## src/rtl/vedic_utm_seq_mult_if.sv

```systemverilog
// Operand/product handshake bundle for the column-serial Vedic multiplier.
// Valid/ready: a transfer happens on a rising edge where valid and ready are
// both high; the producer holds valid (and its payload) stable until then.
// The state field carries the multiplier's FSM state for observation.
interface vedic_utm_seq_mult_if #(
  parameter int N = 4
);
  logic         in_valid;
  logic         in_ready;
  logic [N-1:0] a;
  logic [N-1:0] b;
  logic         out_valid;
  logic         out_ready;
  logic [2*N-1:0] product;
  logic         busy;
  logic [1:0]   state;

  // Upstream/downstream side: supplies operands, consumes the product.
  modport master (
    output in_valid, a, b, out_ready,
    input  in_ready, out_valid, product, busy, state
  );

  // Multiplier side.
  modport slave (
    input  in_valid, a, b, out_ready,
    output in_ready, out_valid, product, busy, state
  );
endinterface

```

## src/rtl/vedic_utm_seq_mult.sv

```systemverilog
// Column-serial Urdhva-Tiryakbhyam unsigned multiplier.
// One crosswise column (all bit pairs with i+j=k) plus the running carry is
// resolved per clock; 2N-1 columns produce the full 2N-bit product, the last
// carry bit landing in the product MSB.
module vedic_utm_seq_mult #(
  parameter int N = 4
) (
  input  logic                  clk,
  input  logic                  rst,
  vedic_utm_seq_mult_if.slave   bus
);

  // Column sum width: enough for N partial products plus the incoming carry.
  localparam int CW = $clog2(2*N) + 1;
  localparam int KW = $clog2(2*N);
  localparam logic [KW-1:0] K_LAST = KW'(2*N - 2);

  typedef enum logic [1:0] {
    IDLE = 2'd0,
    CALC = 2'd1,
    DONE = 2'd2
  } state_t;

  state_t          state;
  logic [N-1:0]    a_r;
  logic [N-1:0]    b_r;
  logic [KW-1:0]   k;
  logic [CW-2:0]   carry;
  logic [CW-1:0]   col_sum;
  logic [2*N-1:0]  product;
  logic            in_ready;
  logic            out_valid;
  logic            busy;

  assign bus.in_ready  = in_ready;
  assign bus.out_valid = out_valid;
  assign bus.product   = product;
  assign bus.busy      = busy;
  assign bus.state     = state;

  // Crosswise column k: carry plus every a_r[i]&b_r[j] with i+j == k.
  always_comb begin
    col_sum = {1'b0, carry};
    for (int i = 0; i < N; i++) begin
      for (int j = 0; j < N; j++) begin
        if (i + j == int'(k)) begin
          col_sum = col_sum + CW'(a_r[i] & b_r[j]);
        end
      end
    end
  end

  // Control FSM with registered handshake outputs and the product shifter.
  always_ff @(posedge clk) begin
    if (rst) begin
      state     <= IDLE;
      in_ready  <= 1'b1;
      out_valid <= 1'b0;
      busy      <= 1'b0;
      product   <= '0;
      k         <= '0;
      carry     <= '0;
      a_r       <= '0;
      b_r       <= '0;
    end else begin
      case (state)
        IDLE: begin
          if (bus.in_valid && in_ready) begin
            a_r      <= bus.a;
            b_r      <= bus.b;
            carry    <= '0;
            product  <= '0;
            k        <= '0;
            in_ready <= 1'b0;
            busy     <= 1'b1;
            state    <= CALC;
          end
        end
        CALC: begin
          product[k] <= col_sum[0];
          carry      <= col_sum[CW-1:1];
          k          <= k + 1'b1;
          if (k == K_LAST) begin
            // Final carry is at most one bit and becomes the product MSB.
            product[2*N-1] <= col_sum[1];
            out_valid      <= 1'b1;
            state          <= DONE;
          end
        end
        DONE: begin
          if (bus.out_ready) begin
            out_valid <= 1'b0;
            busy      <= 1'b0;
            in_ready  <= 1'b1;
            state     <= IDLE;
          end
        end
        default: begin
          state     <= IDLE;
          in_ready  <= 1'b1;
          out_valid <= 1'b0;
          busy      <= 1'b0;
        end
      endcase
    end
  end

endmodule

```

## src/flat_wrapper.sv

```systemverilog
// flat-port wrapper written by rule: the top's interface ports become plain ports
module vedic_utm_seq_mult_flat 
#(
  parameter int N = 4
)
  (clk, rst, bus_in_valid, bus_a, bus_b, bus_out_ready, bus_in_ready, bus_out_valid, bus_product, bus_busy, bus_state);
  vedic_utm_seq_mult_if #(.N(N)) bus_i ();
  input  logic clk;
  input  logic rst;
  input wire logic [$bits(bus_i.in_valid)-1:0] bus_in_valid;
  input wire logic [$bits(bus_i.a)-1:0] bus_a;
  input wire logic [$bits(bus_i.b)-1:0] bus_b;
  input wire logic [$bits(bus_i.out_ready)-1:0] bus_out_ready;
  output wire logic [$bits(bus_i.in_ready)-1:0] bus_in_ready;
  output wire logic [$bits(bus_i.out_valid)-1:0] bus_out_valid;
  output wire logic [$bits(bus_i.product)-1:0] bus_product;
  output wire logic [$bits(bus_i.busy)-1:0] bus_busy;
  output wire logic [$bits(bus_i.state)-1:0] bus_state;
  assign bus_i.in_valid = bus_in_valid;
  assign bus_i.a = bus_a;
  assign bus_i.b = bus_b;
  assign bus_i.out_ready = bus_out_ready;
  assign bus_in_ready = bus_i.in_ready;
  assign bus_out_valid = bus_i.out_valid;
  assign bus_product = bus_i.product;
  assign bus_busy = bus_i.busy;
  assign bus_state = bus_i.state;
  vedic_utm_seq_mult #(.N(N)) u_core (.clk(clk), .rst(rst), .bus(bus_i));
endmodule
```

## config.mk

```make
export PLATFORM = sky130hd
export DESIGN_NAME = vedic_utm_seq_mult_flat
export DESIGN_NICKNAME = d
export VERILOG_FILES = /design/src/rtl/vedic_utm_seq_mult_if.sv /design/src/rtl/vedic_utm_seq_mult.sv /design/src/flat_wrapper.sv
export SDC_FILE = /design/constraint.sdc
export NUM_CORES = 1
export LEC_CHECK = 0
export ABC_AREA = 0
export CAP_MARGIN = 20
export CORE_MARGIN = 5
export CORE_UTILIZATION = 38
export DETAILED_ROUTE_END_ITERATION = 6
export GPL_TIMING_DRIVEN = 0
export PLACE_DENSITY = 0.6
export SLEW_MARGIN = 20
export SYNTH_ARGS = -nofsm -noshare
export SYNTH_HDL_FRONTEND = slang
export SYNTH_SLANG_ARGS = --single-unit
```

## constraint.sdc

```tcl
create_clock -name clk -period 13.91 [get_ports clk]
set_input_delay 2.782 -clock clk [delete_from_list [all_inputs] [get_ports clk]]
set_output_delay 2.782 -clock clk [all_outputs]
set_load 0.02 [all_outputs]
```

==> flow_summary.yaml, run 1 <==
synth:
  synth_cells: 423
  synth.yosys.seq_area_share_pct: 17.3
  ys_warn_count: 0
  yosys_register_bits: 27
  synth_top_cells_by_area: "dfxtp_1 17%, ha_1 15%, nand2_1 9.5%, a21oi_1 6.1%, and2_1 4.4%"
  post_synth.cell_area_avg_um2: 7.40
  synth_cell_type_count: 68
  synth.top_cell.area_share_pct: 17.3
  yosys.area.top_type: "dfxtp_1"
  synth_fp_nets: 472
  async_reset_ff_share_pct: 0
  synth_edf_count: 0
  ys.flop_type: "dfxtp_1"
  mappedNetlistArea_mm2: 0.00313
clock_network:
  postCtsHoldBufs: 0
  clock-sinks: 27
  cts.clk_slew.worst_paths_ns: 0.09
  clk_latency_ns: 0.27
  ctsHtreeMaxLevel: 1
  cts-root-buf: "clkbuf_8"
  cts_post_setup_buffers_inserted: 0
  cts.repair.resized: 0
  tritoncts.num_buffers: 3
  cts_max_path_buffers: 2
  tritoncts: "yes"
floorplanning:
  chipHeight_um: 101
  floorplan.die_area_mm2: 0.0102
  boundaryPins: 25
  fp.dieW_um: 101
  start_util_pct: 38.5
  core_mm2: 0.00813
  num_rows: 33
power_and_ir_drop:
  ir_drop_v: 0.0000652
  post-layout-total-power_w: 0.000209
  power.leakage_nw: 1.47
  power-per-cell-area_mw_per_mm2: 59.0
cells_and_area:
  fin_nets: 500
  antenna_cells: 0
  multi_input_comb_area_mm2: 0.00244
  fillerInstances: 810
  area_delta_synth_final_pct: 13.0
  layout.cells.most_common: "nand2_1"
  final_cell_mix: "79 x nand2_1, 38 x a21oi_1, 37 x ha_1"
  final_layout_size_suffix_gt1_share_pct: 6.00
  seqCellArea_um2: 541
global_routing:
  first_global_vias: 2994
  grt.overflow.total: 0
  grt_util_met3_pct: 1.52
  globalRouteMet2Util_pct: 30.0
  grt_max_degree: 16
  antenna_found_initial: 0
  grtUsageMet1_pct: 22.9
  grt_first_pass_wirelength_mm: 14.2
  grt_busiest_layer: "met2"
  groute.usage.overall_pct: 17.0
detailed_routing:
  wl_mm: 8.45
  first_pass_iters: 4
  post_drt_wl_per_cell_um: 15.2
  routed_antenna_nets: 0
  vias: 3090
  remaining_drc_errors: 0
  drt-vias-per-instance: 5.57
  drt_iter0_markers: 157
timing:
  setup_repair_after_global_routing_missed_its_margin: "no"
  slew_headroom_pct: 63.7
  worst_pin_slew_ns: 0.544
  worst_clock_skew_ns: 0.00899
  fmax_ghz: 0.0874
  setup-violations-final: 0
  fin_crit_ns: 11.44
  finalMaxSlewViolations: 0
  hold_viol_final: 0
  layout_worst_path_cycle_share_pct: 82.3
  setup_tns_ns: 0
setup_path:
  timing.rr.end: "u_core.carry[0]$_SDFFE_PP0P_"
  worst_setup_path_end_kind: "flip-flop"
  cell_with_the_biggest_individual_delay_on_the_critical_path: "or3b_2"
  worst-endpoint-arrival_ns: 11.59
  worst-path-buf-inv: 3
  reg2reg_depth: 53
  cpMostUsedCell: "ha_1"
  regToRegStartpoint: "u_core.k[0]$_SDFFE_PP0P_"
  cp-start-kind: "flip-flop"
  worst-path-max-fanout: 8
  regToRegSetupSlack_ns: 2.47
  timing.critical_path.slowest_cell_delay_ns: 0.44
  path_type_of_the_worst_setup_path: "reg -> reg"
  worst_ep_required_time_ns: 14.06
  critPathTopFamily: "adder cells"
hold_path:
  hold_class: "reg -> reg"
  worst_hold_path.endpoint: "u_core.bus.out_valid$_SDFFE_PP0P_"
  min_path_cells: 2
  hold_path_startpoint: "u_core.bus.out_valid$_SDFFE_PP0P_"
run:
  timing.max_cap.violations: 0
placement:
  detailed_placer_s_ending_hpwl_mm: 6.78
  finalWeightedCongestion: 0.864
  port_buffers: 23
run_status:
  outcome: "complete, no violations"
registers in the layout, summed over array words and instances, names as in the netlist:
name / flops
u_core.k: 3
u_core.bus.state: 2
u_core.carry: 3
u_core.bus.product: 8
u_core.b_r: 4
u_core.bus.in_ready: 1
u_core.a_r: 4
u_core.bus.busy: 1
u_core.bus.out_valid: 1
metrics by stage:
step	hold slack, ns	area (um^2)	instances	utilization (%)	worst slack, ns
global placement	0.450	3490	551	42.9	2.72
detailed placement	0.451	3490	551	42.9	2.57
finish	0.467	3540	555	43.5	2.47
CTS	0.471	3540	555	43.5	2.53
global route	0.500	3540	555	43.5	1.61
floorplan	0.457	3130	423	-	3.70
layer usage:
layer	part of all wire, %	wire length, um
met1	48	4090
met2	48	4020
met3	3.1	266
met4	0.80	68
met5	0	0
worst max path at each step:
stage | start | endpoint | slack (ns) | cells past startpoint
6_report | u_core.k[0]$_SDFFE_PP0P_ | u_core.carry[0]$_SDFFE_PP0P_ | 2.47 | 53
5_1_grt | u_core.k[0]$_SDFFE_PP0P_ | u_core.carry[0]$_SDFFE_PP0P_ | 1.61 | 53
4_1_cts | u_core.k[0]$_SDFFE_PP0P_ | u_core.carry[0]$_SDFFE_PP0P_ | 2.53 | 53
3_5_place_dp | u_core.k[0]$_SDFFE_PP0P_ | u_core.carry[0]$_SDFFE_PP0P_ | 2.57 | 53
3_3_place_gp | u_core.k[0]$_SDFFE_PP0P_ | u_core.carry[0]$_SDFFE_PP0P_ | 2.72 | 53
2_1_floorplan | u_core.k[0]$_SDFFE_PP0P_ | u_core.carry[0]$_SDFFE_PP0P_ | 3.70 | 53
power by group:
| group | internal, W | switching (W) |
|---|---|---|
| logic | 0.0000336 | 0.0000483 |
| registers | 0.0000803 | 0.00000309 |
| clock network | 0.0000200 | 0.0000234 |
cells in the mapped netlist (3+ instances only):
| cell | count |
|---|---|
| a211oi_1 | 5 |
| a21oi_1 | 38 |
| a31oi_1 | 5 |
| and2_1 | 22 |
| and3_1 | 6 |
| clkbuf_1 | 19 |
| dfxtp_1 | 27 |
| ha_1 | 37 |
| inv_1 | 13 |
| mux2_2 | 9 |
| nand2_1 | 79 |
| nand2b_1 | 7 |
| nand3_1 | 19 |
| nor2_1 | 27 |
| nor2b_1 | 5 |
| nor3_1 | 4 |
| o21a_1 | 6 |
| o21ai_0 | 10 |
| o221ai_1 | 3 |
| o311ai_0 | 4 |
| o31ai_1 | 3 |
| xnor2_1 | 15 |
| xor2_1 | 3 |
cells by family (layout without fill, tap and decap cells):
group / Yosys count / in the layout / share of synthesized area, %
buffers and inverters: 36 / 63 / 4.72
adders and majority gates: 37 / 37 / 14.8
xor gates and xnor gates: 24 / 24 / 8.83
and+or+nand+nor: 185 / 185 / 28.5
muxes: 12 / 12 / 4.36
AOI/OAI and AO/OA: 102 / 102 / 21.5
DFF: 27 / 27 / 17.3
final cells by class:
class	count	share of cell area [%]
well taps	105	3.71
flip-flops and latches	27	15.3
clock buffers	3	1.17
repair buffers	23	6.51
clock inverters	1	0.141
inverters	13	1.38
multi-input cells	360	69.0
plain buffers	23	2.79
worst min-delay path, cell delays in order, from the launching register on:
cell     delay (ns)
dfxtp_1        0.32
nand2_1        0.05
a21oi_1        0.05
(Power assumes the default switching activity.)
==> run 2, diff against run 1 <==
Settings changed: PLACE_DENSITY 0.6 to 0.62.
Clock period 13.91 ns to 9.7 ns, I/O delays scaled along.
==> run 2 against run 1 <==
Wire length is 30% higher. Critical path type unchanged. Sequential power grew 44%. Global-route usage increased by 2.0 points. Worst hold slack better by 0.0041 ns. First-iteration DRC count up 57%. The run now ends with setup timing left. Largest cell class unchanged. Via count up 14%. Cell area is 27% higher. Critical endpoint is now u_core.carry[2]$_SDFFE_PP0P_. Combinational power grew to 2.6 times the previous value. Count of clock-buffer cells in the layout increased by 1. Register-to-register slack lost 2.5 ns. Critical path depth fell by 1.
==> flow_summary.yaml, run 2 (same netlist as run 1, synthesis figures left out) <==
timing:
  layout_worst_path_cycle_share_pct: 100
  setup-violations-final: 1
  worst_pin_slew_ns: 0.752
  postLayoutSetupSlackWorst_ns: -0.0182
  fmax_ghz: 0.103
  slew_headroom_pct: 49.9
  setup_tns_ns: -0.0182
  finalMaxSlewViolations: 0
  worst_clock_skew_ns: 0.00298
  fin_crit_ns: 9.72
  whs_ns: 0.471
  hold_viol_final: 0
clock_network:
  ctsHtreeMaxLevel: 1
  postCtsHoldBufs: 0
  cts_max_path_buffers: 2
  clk_latency_ns: 0.27
  clock-sinks: 27
  cts-root-buf: "clkbuf_8"
  cts.clk_slew.worst_paths_ns: 0.09
  tritoncts: "yes"
  tritoncts.num_buffers: 3
placement:
  finalWeightedCongestion: 0.841
  detailed_placer_s_ending_hpwl_mm: 6.97
  dpl_cells: 551
  port_buffers: 23
global_routing:
  grt.overflow.total: 0
  antenna_found_initial: 0
  grt_max_degree: 15
  first_global_vias: 3410
  groute.usage.overall_pct: 19.0
  grt_first_pass_wirelength_mm: 15.9
floorplanning:
  start_util_pct: 38.5
  fp.dieW_um: 101
  chipHeight_um: 101
  floorplan.die_area_mm2: 0.0102
  num_rows: 33
  boundaryPins: 25
  core_mm2: 0.00813
setup_path:
  cell_with_the_biggest_individual_delay_on_the_critical_path: "xnor3_1"
  path_type_of_the_worst_setup_path: "reg -> reg"
  worst-endpoint-arrival_ns: 9.92
  cpMostUsedCell: "buf_4"
  regToRegStartpoint: "u_core.k[0]$_SDFFE_PP0P_"
  worst_ep_required_time_ns: 9.90
  timing.critical_path.slowest_cell_delay_ns: 0.49
  cp-start-kind: "flip-flop"
  worstSetupStartpoint: "u_core.k[0]$_SDFFE_PP0P_"
  worst-path-max-fanout: 5
  worst_setup_path_end_kind: "flip-flop"
detailed_routing:
  drt_iter0_markers: 246
  vias: 3533
  drt-vias-per-instance: 5.82
  post_drt_wl_per_cell_um: 18.0
  remaining_drc_errors: 0
  first_pass_iters: 6
  wl_mm: 10.9
  routed_antenna_nets: 0
cells_and_area:
  area_delta_synth_final_pct: 43.3
  fillerInstances: 721
  largestRegisters: "u_core.bus.product (8), u_core.a_r (4), u_core.b_r (4)"
  final_layout_size_suffix_gt1_share_pct: 31.1
  final_cell_mix: "67 x nand2_1, 51 x buf_4, 31 x a21oi_1"
  fin_nets: 552
  largest_reg_flops: 8
  layout.cells.most_common: "nand2_1"
  regMostFlops: "u_core.bus.product"
  post_layout_nonfiller_instances: 607
  utilization_pct: 55.1
  antenna_cells: 0
power_and_ir_drop:
  internal_power_w: 0.000253
  power.leakage_nw: 1.82
  seqPwrFrac_pct: 29.9
  power.switching_fraction_pct: 36.6
  power-per-cell-area_mw_per_mm2: 89.1
  ir_drop_v: 0.0000815
  clockPowerShare_pct: 15.8
  share_comb_of_total_power_pct: 54.3
  power_switching_w: 0.000146
hold_path:
  hold_path_startpoint: "u_core.bus.busy$_SDFFE_PP0P_"
  hold_class: "reg -> reg"
run_status:
  outcome: "complete, but fails checks"
  violations_in_the_final_reports: "setup timing"
run:
  timing.max_cap.violations: 0
## run 2: repair_timing
item	4_1_cts	5_1_grt
pin swaps	19	37
setup buffers	34	19
setup endpoints to repair	10	10
resized for setup	41	54
gates cloned	0	0
## run 2: area by class of cell
class,instances,area (um^2),area share [%]
flip-flops and latches,27,549,12.2
clock buffers,4,45.0,1.00
repair buffers,76,636,14.2
well taps,105,131,2.93
inverters,13,56.3,1.26
multi-input cells,360,2930,65.3
plain buffers,22,139,3.10
## run 2: routing by layer
metal  GRT usage (%)  up-vias  wire, um
met5               0        -         0
met4            5.70        0       495
met3            1.80       54       568
met2            33.9      156      5300
met1            24.1     1653      4580
li1                -     1670         -
## run 2: power groups by stage
stage	sequential [W]	clock [W]	combinational (W)
after floorplan	0.000123	0	0.0000936
after global placement	0.000122	0	0.000122
after detailed placement	0.000122	0	0.000126
after CTS	0.000120	0.0000661	0.000162
after global routing	0.000121	0.0000713	0.000232
final	0.000120	0.0000630	0.000217
## run 2: stage by stage
step	total power [W]	worst slack (ns)	instance area (um^2)
6_report	0.000400	-0.0182	4490
5_1_grt	0.000424	-0.210	4490
4_1_cts	0.000348	0.00728	4060
3_5_place_dp	0.000248	-1.03	3580
3_3_place_gp	0.000244	-0.818	3580
2_1_floorplan	0.000216	0.0161	3220
## run 2: worst max-delay path, delay by kind of cell (launching register included)
kind,cells,cell delay (ns)
AOI/OAI and AO/OA,9,1.54
xor gates and xnor gates,2,0.74
adders and majority gates,11,2.57
buffers and inverters,14,1.63
DFF,1,0.34
muxes,3,0.91
and+or+nand+nor,13,1.90
## run 2: worst paths after layout
kind                                                      to  slack, ns  cells after the start
worst max register to register  u_core.carry[2]$_SDFFE_PP0P_      -0.02                     52
worst min-delay path            u_core.bus.busy$_SDFFE_PP0P_       0.47                      2
worst min register to register  u_core.bus.busy$_SDFFE_PP0P_       0.47                      2
worst max-delay path            u_core.carry[2]$_SDFFE_PP0P_      -0.02                     52
